### config.mk
export PLATFORM = sky130hd
export DESIGN_NAME = scan_decoder
export DESIGN_NICKNAME = d
export VERILOG_FILES = /design/src/rtl/scan_decoder.sv
export SDC_FILE = /design/constraint.sdc
export NUM_CORES = 1
export LEC_CHECK = 0
export CORE_MARGIN = 3
export CORE_UTILIZATION = 45
export CTS_CLUSTER_DIAMETER = 100
export DETAILED_ROUTE_END_ITERATION = 12
export GPL_TIMING_DRIVEN = 1
export PLACE_DENSITY = 0.88
export SYNTH_ARGS = -nofsm -noshare
export SYNTH_HDL_FRONTEND = slang
export SYNTH_SLANG_ARGS = --single-unit
export TNS_END_PERCENT = 20
### constraint.sdc
create_clock -name clk -period 4.6 [get_ports clk]
set_input_delay 0.92 -clock clk [delete_from_list [all_inputs] [get_ports clk]]
set_output_delay 0.92 -clock clk [all_outputs]
set_load 0.1 [all_outputs]
### src/rtl/scan_decoder.sv
// Registered N-to-2^N one-hot decoder with direct-load and auto-scan modes.
// Build option: define DECODER_ACTIVE_LOW_EN for active-low decode outputs.
module scan_decoder #(
  parameter int SEL_W = 3,
  parameter int DIV   = 4
) (
  input  logic                    clk,
  input  logic                    reset,
  input  logic                    en,
  input  logic                    mode,
  input  logic                    load,
  input  logic [SEL_W-1:0]        sel,
  input  logic [SEL_W-1:0]        last,
  output logic [(2**SEL_W)-1:0]   d,
  output logic [SEL_W-1:0]        idx,
  output logic                    tick,
  output logic                    wrap
);

  localparam int OUT_W = 2 ** SEL_W;
  localparam int CNT_W = (DIV > 1) ? $clog2(DIV) : 1;
  localparam logic [CNT_W-1:0] CNT_LAST = CNT_W'(DIV - 1);

`ifdef DECODER_ACTIVE_LOW_EN
  localparam logic [OUT_W-1:0] D_IDLE = {OUT_W{1'b1}};
  localparam logic [OUT_W-1:0] D_POL  = {OUT_W{1'b1}};
`else
  localparam logic [OUT_W-1:0] D_IDLE = {OUT_W{1'b0}};
  localparam logic [OUT_W-1:0] D_POL  = {OUT_W{1'b0}};
`endif

  logic [SEL_W-1:0] idx_q, idx_d;
  logic [CNT_W-1:0] cnt_q, cnt_d;
  logic [OUT_W-1:0] dec_q, dec_d;
  logic             tick_q, tick_d;
  logic             wrap_q, wrap_d;

  function automatic logic [OUT_W-1:0] onehot(input logic [SEL_W-1:0] i);
    logic [OUT_W-1:0] r;
    r    = {OUT_W{1'b0}};
    r[i] = 1'b1;
    return r;
  endfunction

  // Next-state: index, prescaler and step pulses; d decodes the index taken at this edge.
  always_comb begin
    idx_d  = idx_q;
    cnt_d  = cnt_q;
    tick_d = 1'b0;
    wrap_d = 1'b0;
    if (!en) begin
      idx_d = idx_q;
      cnt_d = cnt_q;
    end else if (!mode) begin
      cnt_d = {CNT_W{1'b0}};
      if (load) begin
        idx_d = sel;
      end else begin
        idx_d = idx_q;
      end
    end else begin
      if (cnt_q == CNT_LAST) begin
        cnt_d  = {CNT_W{1'b0}};
        tick_d = 1'b1;
        // An index above a lowered limit also wraps straight to 0.
        if (idx_q >= last) begin
          idx_d  = {SEL_W{1'b0}};
          wrap_d = 1'b1;
        end else begin
          idx_d  = idx_q + SEL_W'(1);
        end
      end else begin
        cnt_d = cnt_q + CNT_W'(1);
      end
    end
    if (en) begin
      dec_d = onehot(idx_d) ^ D_POL;
    end else begin
      dec_d = D_IDLE;
    end
  end

  // State and output registers.
  always_ff @(posedge clk or posedge reset) begin
    if (reset) begin
      idx_q  <= {SEL_W{1'b0}};
      cnt_q  <= {CNT_W{1'b0}};
      dec_q  <= D_IDLE;
      tick_q <= 1'b0;
      wrap_q <= 1'b0;
    end else begin
      idx_q  <= idx_d;
      cnt_q  <= cnt_d;
      dec_q  <= dec_d;
      tick_q <= tick_d;
      wrap_q <= wrap_d;
    end
  end

  assign d    = dec_q;
  assign idx  = idx_q;
  assign tick = tick_q;
  assign wrap = wrap_q;

endmodule

==> summary by stage, run 1 <==
Timing
Setup repair after global routing left no endpoint under its margin. The number of max-slew violations in the final report is 0. For this run, the top clock speed supported by timing is 347.9 MHz.

After routing, the total negative slack on setup checks comes to 0 ns. Dividing the final minimum period by the clock period gives 62.48%. For the pin with the worst max-slew slack, the measured transition is 0.9821 ns.

Headroom to the max-slew limit came out at 34.32%. Clock skew on the completed layout was measured at 0.006916 ns. The number of hold violations in the final report is 0. In the post-route analysis, the smallest setup slack over all paths is 1.726 ns. Counting I/O delays and the setup requirement, the final critical path takes 2.874 ns. Setup violations remaining at the end of the flow were counted as 0.

Floorplanning
The die covers 2283 sq um. The initialized floorplan defines 14 standard-cell rows. The die outline width is 47.79 um. The die is 47.79 um tall. For this configuration, the core starts out at a cell density of 49.84%. The core outline area is 1577 sq um. The top-level I/O count is 24.

Placement
Routability-driven placement finished with a final weighted congestion of 0.8205. Input and output buffers added on the ports amount to 23. The post-placement worst setup slack is 1.615 ns. The wire-length estimate of the detail-placed layout is about 1300 um.

CTS
The post-CTS setup repair buffer count is 0. The clock latency of the later-clocked register in the worst-skew pair is 0.28 ns. CTS built an H-tree with a depth of 1. The hold buffer count at CTS is 0. Counting the buffers created by CTS gives 3. The clock root buffer is clkbuf_4.

The maximum buffer depth of the clock tree is 2. After clock tree synthesis, the clock-pin slew on the worst setup and hold paths is 0.08 ns. The number of gates resized after cts is 0. TritonCTS built the clock tree.

The number of clock sinks is 15.

Flow run
The max-cap check violation count is 0.

Routing
Dividing the detail-routed via count by the number of cells gives ~5.5. The final routed wirelength across all metal layers is 1688 um. After the first detailed-routing iteration, the DRC count stood at 14.

In the final routed layout, each cell accounts on average for around 15 um. For this run, design rule violations remaining after detail routing come to 0. The final antenna-violating net count is 0.

The total number of vias is 614. The first detailed-routing pass took 4 iterations.

GRT
The total overflow left after global routing is 0. The wire length of the first global-routing pass is 2470 um. The initial antenna violation count is 0. The global-route usage over all layers is 15.77%. The number of global-route vias before repair was 582.

Entering global routing, the biggest net connects 16 pins.

Finish
The number of filler instances in the final layout is 115. The number of antenna diodes is 0. In the final layout, flip-flops and latches occupy 375.4 sq um. Relative to the synthesized area, the layout overhead comes to 33.76%.

The multi-input combinational cells in the finished layout cover a total of 361.6 sq um. The post-route netlist has 16.67% of its cells at a drive strength greater than 1. The net count reported at finish is 113.

Critical path
The critical path in this run is classified as reg -> out. For the worst setup path, the data required time is 3.68 ns. Walking the worst path, the cells encountered are clkdlybuf4s50_1. The worst setup path is launched from a flip-flop. The worst path arrival time is 1.95 ns. On the critical path, the stage with the largest delay is an instance of clkdlybuf4s50_1. The longest individual stage delay on the worst path is about 1.2 ns. Along the worst path, the maximum fanout reaches 5. Counting both buffers and inverters, the worst setup path holds a total of 1.

The family with the most delay on the worst path is buffers and inverters. The endpoint type of the worst setup path is an output pin.

Yosys
The count of synthesis-stage warnings from yosys is 0. After synthesis, the netlist uses 28 different library cells. Ranked by total cell area, the synthesized netlist is headed by dfrtp_1 48%, ha_1 8.0%, nand2b_1 4.0%.

The synthesized netlist cell count is about 70. The synthesized netlist net count is just under 90. The cell type with the highest aggregate area in the netlist is dfrtp_1.

Synthesis inferred 15 register bits. Summed over its instances, the top area cell type makes up a little under half of the synthesized netlist area. The share of the Yosys chip area taken by registers is between 40 and 50%. In this run the cell area of the synthesized design comes to approximately 790 sq um.

The average cell area after synthesis is 11.07 sq um.

Power and ir drop
Summed over all cells, the static leakage comes to 0.4729 nW. The worst-case IR drop observed on VDD is between 0.0003 and 0.0004 V. The power per cell area is a little under 500 nW/um^2.

Worst hold path
The worst hold path belongs to the class reg -> reg.

Status
The flow ran to the end, and the final reports show no timing, DRC or antenna violations.
metrics by stage:
stage	power (mW)	std cells	util, %	hold WS (ns)	area [sq um]
2_1_floorplan	0.3798	71	-	0.4569	785.8
3_5_place_dp	0.4483	108	64.92	0.4917	1023
5_1_grt	0.5432	112	66.67	0.5166	1051
6_report	0.5164	112	66.67	0.4955	1051
3_3_place_gp	0.4390	108	64.92	0.4757	1023
4_1_cts	0.5234	112	66.67	0.5038	1051
kinds of logic after synthesis:
kind of cell	share of synthesized area [%]
DFF	47.77
AOI/OAI and AO/OA	15.45
buffers and inverters	6.211
and+or+nand+nor	20.06
muxes	2.548
adders and majority gates	7.962
final timing paths:
check / startpoint / to / slack, ns / depth (start not counted)
setup / recovery: idx[1] / idx[1] / 1.73 / 1
hold / removal: cnt_q[0] / cnt_q[0] / 0.50 / 1
setup reg to reg: idx[0] / d[1] / 2.55 / 7
hold reg to reg: cnt_q[0] / cnt_q[0] / 0.50 / 1
max in group asynchronous: reset / idx[1] / 3.26 / 2
min in group asynchronous: reset / d[6] / 0.97 / 2
cell usage after synthesis, drive strengths merged:
cell type and number:
ha 5, dfrtp 15, o21ai 4, a221oi 2
a21oi 2, nor2 1, buf 2, nand2b 5
mux2i 2, and2 1, nor3 8, o211ai 1
and3 1, a21o 2, nand3b 3, nand3 4
o32ai 1, nand2 1, inv 9, a31oi 2
area by class of cell:
| class | count | area share, % |
|---|---|---|
| tap | 16 | 1.905 |
| clock inverter | 1 | 0.4762 |
| timing repair buffer | 23 | 21.90 |
| clock buffer | 3 | 2.143 |
| multi-input combinational | 45 | 34.40 |
| sequential | 15 | 35.71 |
| inverter | 9 | 3.452 |
state kept, by name, summed over array words and instances, names as in the netlist:
| signal | flops |
|---|---|
| d | 8 |
| cnt_q | 2 |
| tick | 1 |
| wrap | 1 |
| idx | 3 |
layout by cell type (no fill, tap or decap), drive strengths merged:
cell type / instances
a31oi: 2
nand2: 1
and3: 1
nand3b: 3
a21o: 2
nand2b: 5
clkbuf: 3
o21ai: 4
clkinv: 1
a21oi: 2
and2: 1
dfrtp: 15
a221oi: 2
inv: 9
nor3: 8
nor2: 1
o211ai: 1
ha: 5
mux2i: 2
nand3: 4
clkdlybuf4s50: 23
o32ai: 1
layer usage:
layer,vias up,track usage (%),share of wire [%]
met5,-,0,0
met3,4,7.143,7.3
met1,281,18.41,41
met4,0,4.301,1.2
met2,28,26.12,50
li1,301,-,-
power breakdown:
group,internal (mW),total [mW],leakage [nW],switching (mW)
clock network,0.0322,0.0718,0.0177,0.0395
logic,0.0740,0.275,0.256,0.201
registers,0.151,0.169,0.199,0.0187
No activity file was read; power rests on OpenSTA's default activity.
==> inputs of run 2 (changes only) <==
--- a/config.mk
+++ b/config.mk
@@ -6,11 +6,11 @@
 export NUM_CORES = 1
 export LEC_CHECK = 0
 export CORE_MARGIN = 3
-export CORE_UTILIZATION = 45
+export CORE_UTILIZATION = 40
 export CTS_CLUSTER_DIAMETER = 100
 export DETAILED_ROUTE_END_ITERATION = 12
 export GPL_TIMING_DRIVEN = 1
-export PLACE_DENSITY = 0.88
+export PLACE_DENSITY = 0.84
 export SYNTH_ARGS = -nofsm -noshare
 export SYNTH_HDL_FRONTEND = slang
 export SYNTH_SLANG_ARGS = --single-unit
==> constraint.sdc (replaced) <==
create_clock -name clk -period 2.3 [get_ports clk]
set_input_delay 0.46 -clock clk [delete_from_list [all_inputs] [get_ports clk]]
set_output_delay 0.46 -clock clk [all_outputs]
set_load 0.1 [all_outputs]
==> run 2 against run 1 <==
First-iteration DRC count fell by 50%. Clock skew increased by 0.0017 ns. Power is 100% higher. Via count shrank 4.4%. Design area rose by 1.1%. Global-route usage shrank 1.7 points. Utilization decreased by 7.1 points. Register-to-register slack lost 2.2 ns. Largest cell class unchanged.
==> summary by stage, run 2 (synthesized netlist as in run 1, its figures left out) <==
Floorplanning
The die boundary height came to 50.32 um (+5.3%). The top-level I/O count came to 24 (unchanged). The die outline width was 50.32 um (+5.3%).

The placement row count is 15 (+1). The total die area came to 2532 sq um (+11%). The initial cell density of the core is 44.07% (-5.8 points).

The core outline area is 1783 sq um (+13%).

Finish
The net count reported at finish is 117 (+3.5%). The number of antenna diodes is 0 (unchanged). In the layout the commonest cells are 17 x buf_4, 13 x dfrtp_1, 10 x clkdlybuf4s50_1, 6 x inv_1.

Leaving out fill and tap cells, the most frequent cell in the layout is buf_4. The flip-flop count of the largest register, all copies and words added is 8 (unchanged). Compared with the post-synthesis result, the final layout area differs by 35.19%.

The number of cells in the finished layout apart from fillers is 125 (+12%). The fraction of final layout cells sized beyond drive strength 1 is 35.00% (+18 points).

Routing
The detailed-router iteration count before antenna repair came to 4 (unchanged). The total number of vias is 587 (-4.4%). The DRC violation total after the first TritonRoute iteration is 7 (-7). The final routed wirelength across all metal layers came to 1562 um (-7.5%). The post-detailed-route DRC marker count is 0 (unchanged). The average via count per standard cell is 4.696 (-14%).

The final antenna-violating net count is 0 (unchanged). The wire length per cell is 12.50 um (-17%).

Timing
The worst path in the final design needs a cycle of around 2.1 ns, including I/O delays and setup. The number of max-slew violations in the final report is 0 (unchanged). Setup repair after global routing left no endpoint under its margin.

The post-route fraction of the period consumed by the critical path is between 90 and 100%. The actual slew at the worst max-slew pin was 0.5550 ns (-0.4271 ns). The worst hold slack across all endpoints is 0.5144 ns (+0.01888 ns). The number of hold violations in the final report is 0 (unchanged). The clock skew after layout is 0.008566 ns (+0.001651 ns). The number of failing setup endpoints in the final timing report is 0 (unchanged).

The normalized max-slew margin is 62.96% (+29 points). The maximum frequency from static timing analysis is 478.9 MHz.

Worst hold path
The tightest min-delay check is of the reg -> reg type. The depth of the worst hold-timing path is 1 (unchanged).

Critical path
The worst reg2reg path depth is 8 (+1). The family with the most delay on the worst path is buffers and inverters. The critical path is of the in -> reg type.

The endpoint type of the worst setup path is a flip-flop. The longest individual stage delay on the worst path was 0.45 ns (-0.74 ns). The data required time at the worst endpoint is 2.49 ns (-1.19 ns). The worst setup path is launched from an input pin. The logic depth of the worst setup path including buffers is 9 (+8). The signal on the critical path passes through clkdlybuf4s50_1 -> inv_1 -> ha_1 -> a21o_1 -> a31oi_2 -> buf_4 -> a221oi_4 -> inv_4 -> nor3_2.

The worst path arrival time was 2.28 ns (+0.33 ns). The count of buffer and inverter cells on the critical path is 4 (+3). The maximum net fanout on the critical path is 5 (unchanged). Among all stages on the critical path, the largest delay is contributed by clkdlybuf4s50_1.

GRT
The number of global-route vias before repair was 573 (-1.5%). The residual overflow from global routing is 0 (unchanged). The global-route usage over all layers is 14.05% (-1.7 points). The wire length of the first global-routing pass is 2670 um (+8.1%). The initial antenna violation count is 0 (unchanged). The pin count of the biggest net entering global routing is 16 (unchanged).

Placement
The port buffer count is 23 (unchanged). The final HPWL from detailed placement is 1222 um (-9.2%). The routability congestion estimate was 0.8138 (-0.82%).

The count of placed standard cells including taps came to 121 (+12%).

CTS
The CTS buffer count is 3 (unchanged). The number of levels in the clock H-tree is 1 (unchanged). The clock latency of the later-clocked register in the worst-skew pair came to 0.28 ns (about the same). The number of clock sinks came to 15 (unchanged). The hold buffer count at CTS is 0 (unchanged). The post-CTS setup repair buffer count came to 0 (unchanged).

The number of gates resized after cts is 0 (unchanged). The TritonCTS clock tree is built. The maximum buffer depth of the clock tree came to 2 (unchanged). The clock edge transition at the registers on the reported setup and hold paths is 0.08 ns (about the same). The clock root buffer is clkbuf_4.

Power and ir drop
The leakage component of the power is 0.5127 nW (+8.4%). The post-layout total power is 1.043 mW (+100%). The worst supply voltage drop on vdd came to 0.0006414 V (+91%). The power per cell area is 981.5 nW/um^2 (+100%).

Flow run
The max-cap check violation count was 0 (unchanged).

Status
The run finished with clean final reports.
run 2: metal layers:
metal | track usage (%) | vias up | share of wire, %
li1 | - | 310 | -
met5 | 0 | - | 0
met3 | 6.231 | 2 | 7.7
met2 | 19.78 | 19 | 43
met1 | 18.80 | 256 | 48
met4 | 5.381 | 0 | 1.3
run 2: through the flow:
stage / util, % / setup TNS (ns) / cell area, sq um / worst slack, ns
after CTS: 59.58 / 0 / 1062 / 0.2147
after detailed placement: 58.04 / -0.2886 / 1035 / -0.08648
final: 59.58 / 0 / 1062 / 0.2118
after floorplan: - / 0 / 788.3 / 0.08279
after global placement: 58.04 / -0.1359 / 1035 / -0.06084
after global routing: 59.58 / 0 / 1062 / 0.1184
run 2: path summary, 6_finish.rpt:
check | to | from | slack [ns]
worst max register to register | d[4] | idx[0] | 0.35
worst min register to register | cnt_q[0] | cnt_q[0] | 0.51
min in group asynchronous | tick | reset | 0.52
max in group asynchronous | idx[0] | reset | 1.37
worst min-delay path | cnt_q[0] | cnt_q[0] | 0.51
worst max-delay path | d[4] | last[2] | 0.21
run 2: power breakdown:
part | internal [mW] | total [mW] | switching [mW]
Sequential | 0.304 | 0.341 | 0.0372
Clock | 0.0644 | 0.145 | 0.0807
Combinational | 0.158 | 0.557 | 0.399
Total | 0.526 | 1.04 | 0.517
run 2: layout make-up:
type	instances	area (sq um)
clock buffer	3	22.52
clock inverter	1	5.005
fill	148	720.7
inverter	9	36.28
multi-input combinational	45	361.6
sequential	15	377.9
tap	25	31.28
timing repair buffer	27	227.7
==> inputs of run 3 (changes only) <==
--- a/config.mk
+++ b/config.mk
@@ -6,11 +6,12 @@
 export NUM_CORES = 1
 export LEC_CHECK = 0
 export CORE_MARGIN = 3
-export CORE_UTILIZATION = 40
+export CORE_UTILIZATION = 45
 export CTS_CLUSTER_DIAMETER = 100
 export DETAILED_ROUTE_END_ITERATION = 12
+export DONT_BUFFER_PORTS = 1
 export GPL_TIMING_DRIVEN = 1
-export PLACE_DENSITY = 0.84
+export PLACE_DENSITY = 0.71
 export SYNTH_ARGS = -nofsm -noshare
 export SYNTH_HDL_FRONTEND = slang
 export SYNTH_SLANG_ARGS = --single-unit
==> constraint.sdc (replaced) <==
create_clock -name clk -period 2.35 [get_ports clk]
set_input_delay 0.47 -clock clk [delete_from_list [all_inputs] [get_ports clk]]
set_output_delay 0.47 -clock clk [all_outputs]
set_load 0.1 [all_outputs]
==> run 3 against run 2 <==
Sequential share of layout area grew 5.4 points. Critical path depth shrank 2. Clock power is essentially flat. Register-to-register slack gained 0.04 ns. Global-route usage grew 1.9 points. First-iteration DRC count grew 43%. Non-clock buffer count shrank 14. Cell count shrank 18%. Worst setup slack gained 0.18 ns. Flip-flop and latch count is the same. Design area shrank 14%. Critical path type is now reg -> reg. Largest cell class unchanged. Largest power group unchanged.
==> summary by stage, run 3 (synthesized netlist as in run 1, its figures left out) <==
Routing
The final antenna-violating net count came to 0 (unchanged). The DRC violation total after the first TritonRoute iteration is 10 (+3). The average via count per standard cell came to 5.804 (+24%).

The post-detailed-route DRC marker count is 0 (unchanged). The final routed wirelength across all metal layers is 1568 um (+0.38%). The wire length per cell is 15.37 um (+23%). The detailed-router iteration count before antenna repair is 4 (unchanged).

The total number of vias is 592 (+0.85%).

Floorplanning
The initial cell density of the core was 49.84% (+5.8 points). The total die area is 2283 sq um (-9.8%). The placement row count is 14 (-1).

The die boundary height came to 47.79 um (-5.0%). The die outline width came to 47.79 um (-5.0%). The core outline area is 1577 sq um (-12%). The top-level I/O count is 24 (unchanged).

CTS
The post-CTS setup repair buffer count is 0 (unchanged). The number of levels in the clock H-tree came to 1 (unchanged). The CTS buffer count is 3 (unchanged). The number of clock sinks is 15 (unchanged). The maximum buffer depth of the clock tree is 2 (unchanged). The number of gates resized after cts is 0 (unchanged).

The clock latency of the later-clocked register in the worst-skew pair is 0.28 ns (about the same). The clock root buffer is clkbuf_4. TritonCTS built the clock tree. The clock edge transition at the registers on the reported setup and hold paths is 0.09 ns (about the same). The hold buffer count at CTS was 0 (unchanged).

Placement
The placement-stage cell area is 892.1 sq um (-14%). The final HPWL from detailed placement came to 1211 um (-0.92%). The port buffer count is 0 (-100%). The routability congestion estimate is 0.7497 (-7.9%). The post-placement worst setup slack is 0.4312 ns (+0.5177 ns).

GRT
The pin count of the biggest net entering global routing is 16 (unchanged). The wire length of the first global-routing pass is 2539 um (-4.9%). The global-route usage over all layers is 16.00% (+1.9 points). The initial antenna violation count is 0 (unchanged). The residual overflow from global routing is 0 (unchanged). The number of global-route vias before repair is 604 (+5.4%).

Timing
The normalized max-slew margin is 63.41% (+0.45 points). The number of max-slew violations in the final report is 0 (unchanged). The number of hold violations in the final report came to 0 (unchanged). The number of failing setup endpoints in the final timing report was 0 (unchanged). Setup repair after global routing left no endpoint under its margin. The worst path needs 1.962 ns of the cycle, external delays included. The actual slew at the worst max-slew pin is 0.5483 ns (-0.006701 ns).

The least setup slack across all paths after layout was 0.3877 ns (+0.1759 ns). Dividing the final minimum period by the clock period gives 83.50%. Timing would allow up to 509.6 MHz. The clock skew after layout came to 0.0008669 ns (-0.007699 ns).

The final sum of negative setup slack is 0 ns (unchanged).

Critical path
The startpoint type of the worst setup path is a flip-flop. The master of the slowest instance on the critical path is a221oi_2. The worst reg2reg path depth is 7 (-1). The maximum net fanout on the critical path is 5 (unchanged). The count of buffer and inverter cells on the critical path is 2 (-2). The logic depth of the worst setup path including buffers was 7 (-2). The critical path class is reg -> reg. The family with the most delay on the worst path is compound AO/OA/AOI/OAI gates. The worst path arrival time is 2.17 ns (-0.11 ns). The signal on the critical path passes through inv_1 -> ha_1 -> nand2b_1 -> a31oi_2 -> a221oi_2 -> inv_2 -> nor3_2. The endpoint type of the worst setup path is a flip-flop. The data required time at the worst endpoint is 2.56 ns (+0.07 ns). The longest individual stage delay on the worst path is 0.53 ns (+0.08 ns).

Power and ir drop
The net switching share of the total power is 50.96% (+1.4 points). The combinational power share came to 52.5% (-0.9 points). The part of the power in registers was 32.5% (-0.2 points).

The power per cell area was 1071 nW/um^2 (+9.1%). The worst supply voltage drop on vdd is 0.0004931 V (-23%). The post-layout total power was 0.9835 mW (-5.7%). The clock share of power is 15.0% (+1.1 points). The switching power total is 0.5012 mW (-3.0%). The internal power summed over all cells is 0.4823 mW (-8.3%). The leakage component of the power is 0.4523 nW (-12%).

Worst hold path
The path class of the tightest hold or removal check is in -> async.

Finish
The fraction of final layout cells sized beyond drive strength 1 is 33.72% (-1.3 points). The most common library cell in the layout ignoring fill and taps is dfrtp_1. The final cell utilization of the core is 58.25% (-1.3 points). The number of antenna diodes was 0 (unchanged). The area growth from synthesis to final layout is 16.88%. The post-route standard cell area excluding fillers is 918.4 sq um (-14%). Leaving out fill and tap cells, the most frequent cells in the layout are 14 x dfrtp_1, 13 x buf_4, 6 x inv_1. The net count reported at finish was 103 (-12%).

The flip-flop count of the largest register, all copies and words added was 8 (unchanged).

Status
The run finished with clean final reports.

Flow run
The max-cap check violation count was 0 (unchanged).
-- run 3: per-layer routing --
layer	track usage (%)	wire, um	part of all wire (%)
met2	28.23	834	53
met5	0	0	0
met4	6.452	27	1.7
met1	17.95	638	41
met3	4.511	68	4.3
-- run 3: metrics by stage --
step / cells / hold WS [ns]
2_1_floorplan: 71 / 0.3714
3_3_place_gp: 98 / 0.4312
3_5_place_dp: 98 / 0.4349
4_1_cts: 102 / 0.1248
5_1_grt: 102 / 0.1273
6_report: 102 / 0.1144
-- run 3: final cells by class --
cell class / instances / area, sq um
Clock buffer: 4 / 26.28
Fill cell: 139 / 658.1
Inverter: 9 / 36.28
Multi-Input combinational cell: 45 / 361.6
Sequential cell: 15 / 376.6
Tap cell: 16 / 20.02
Timing Repair Buffer: 13 / 97.59
-- run 3: power by group through the flow --
stage	combinational, mW	sequential, mW	clock, mW
2_1_floorplan	0.172	0.572	0
3_3_place_gp	0.506	0.326	0
3_5_place_dp	0.516	0.325	0
4_1_cts	0.518	0.320	0.150
5_1_grt	0.548	0.324	0.165
6_report	0.516	0.320	0.148
-- run 3: path summary, 6_finish.rpt --
kind                          start  endpoint  slack (ns)
hold / removal                reset      d[6]        0.11
setup reg to reg             idx[0]      d[2]        0.39
max in group asynchronous     reset    idx[0]        1.84
hold reg to reg            cnt_q[0]  cnt_q[0]        0.49
min in group clk                 en  cnt_q[0]        0.27
setup / recovery             idx[0]      d[2]        0.39
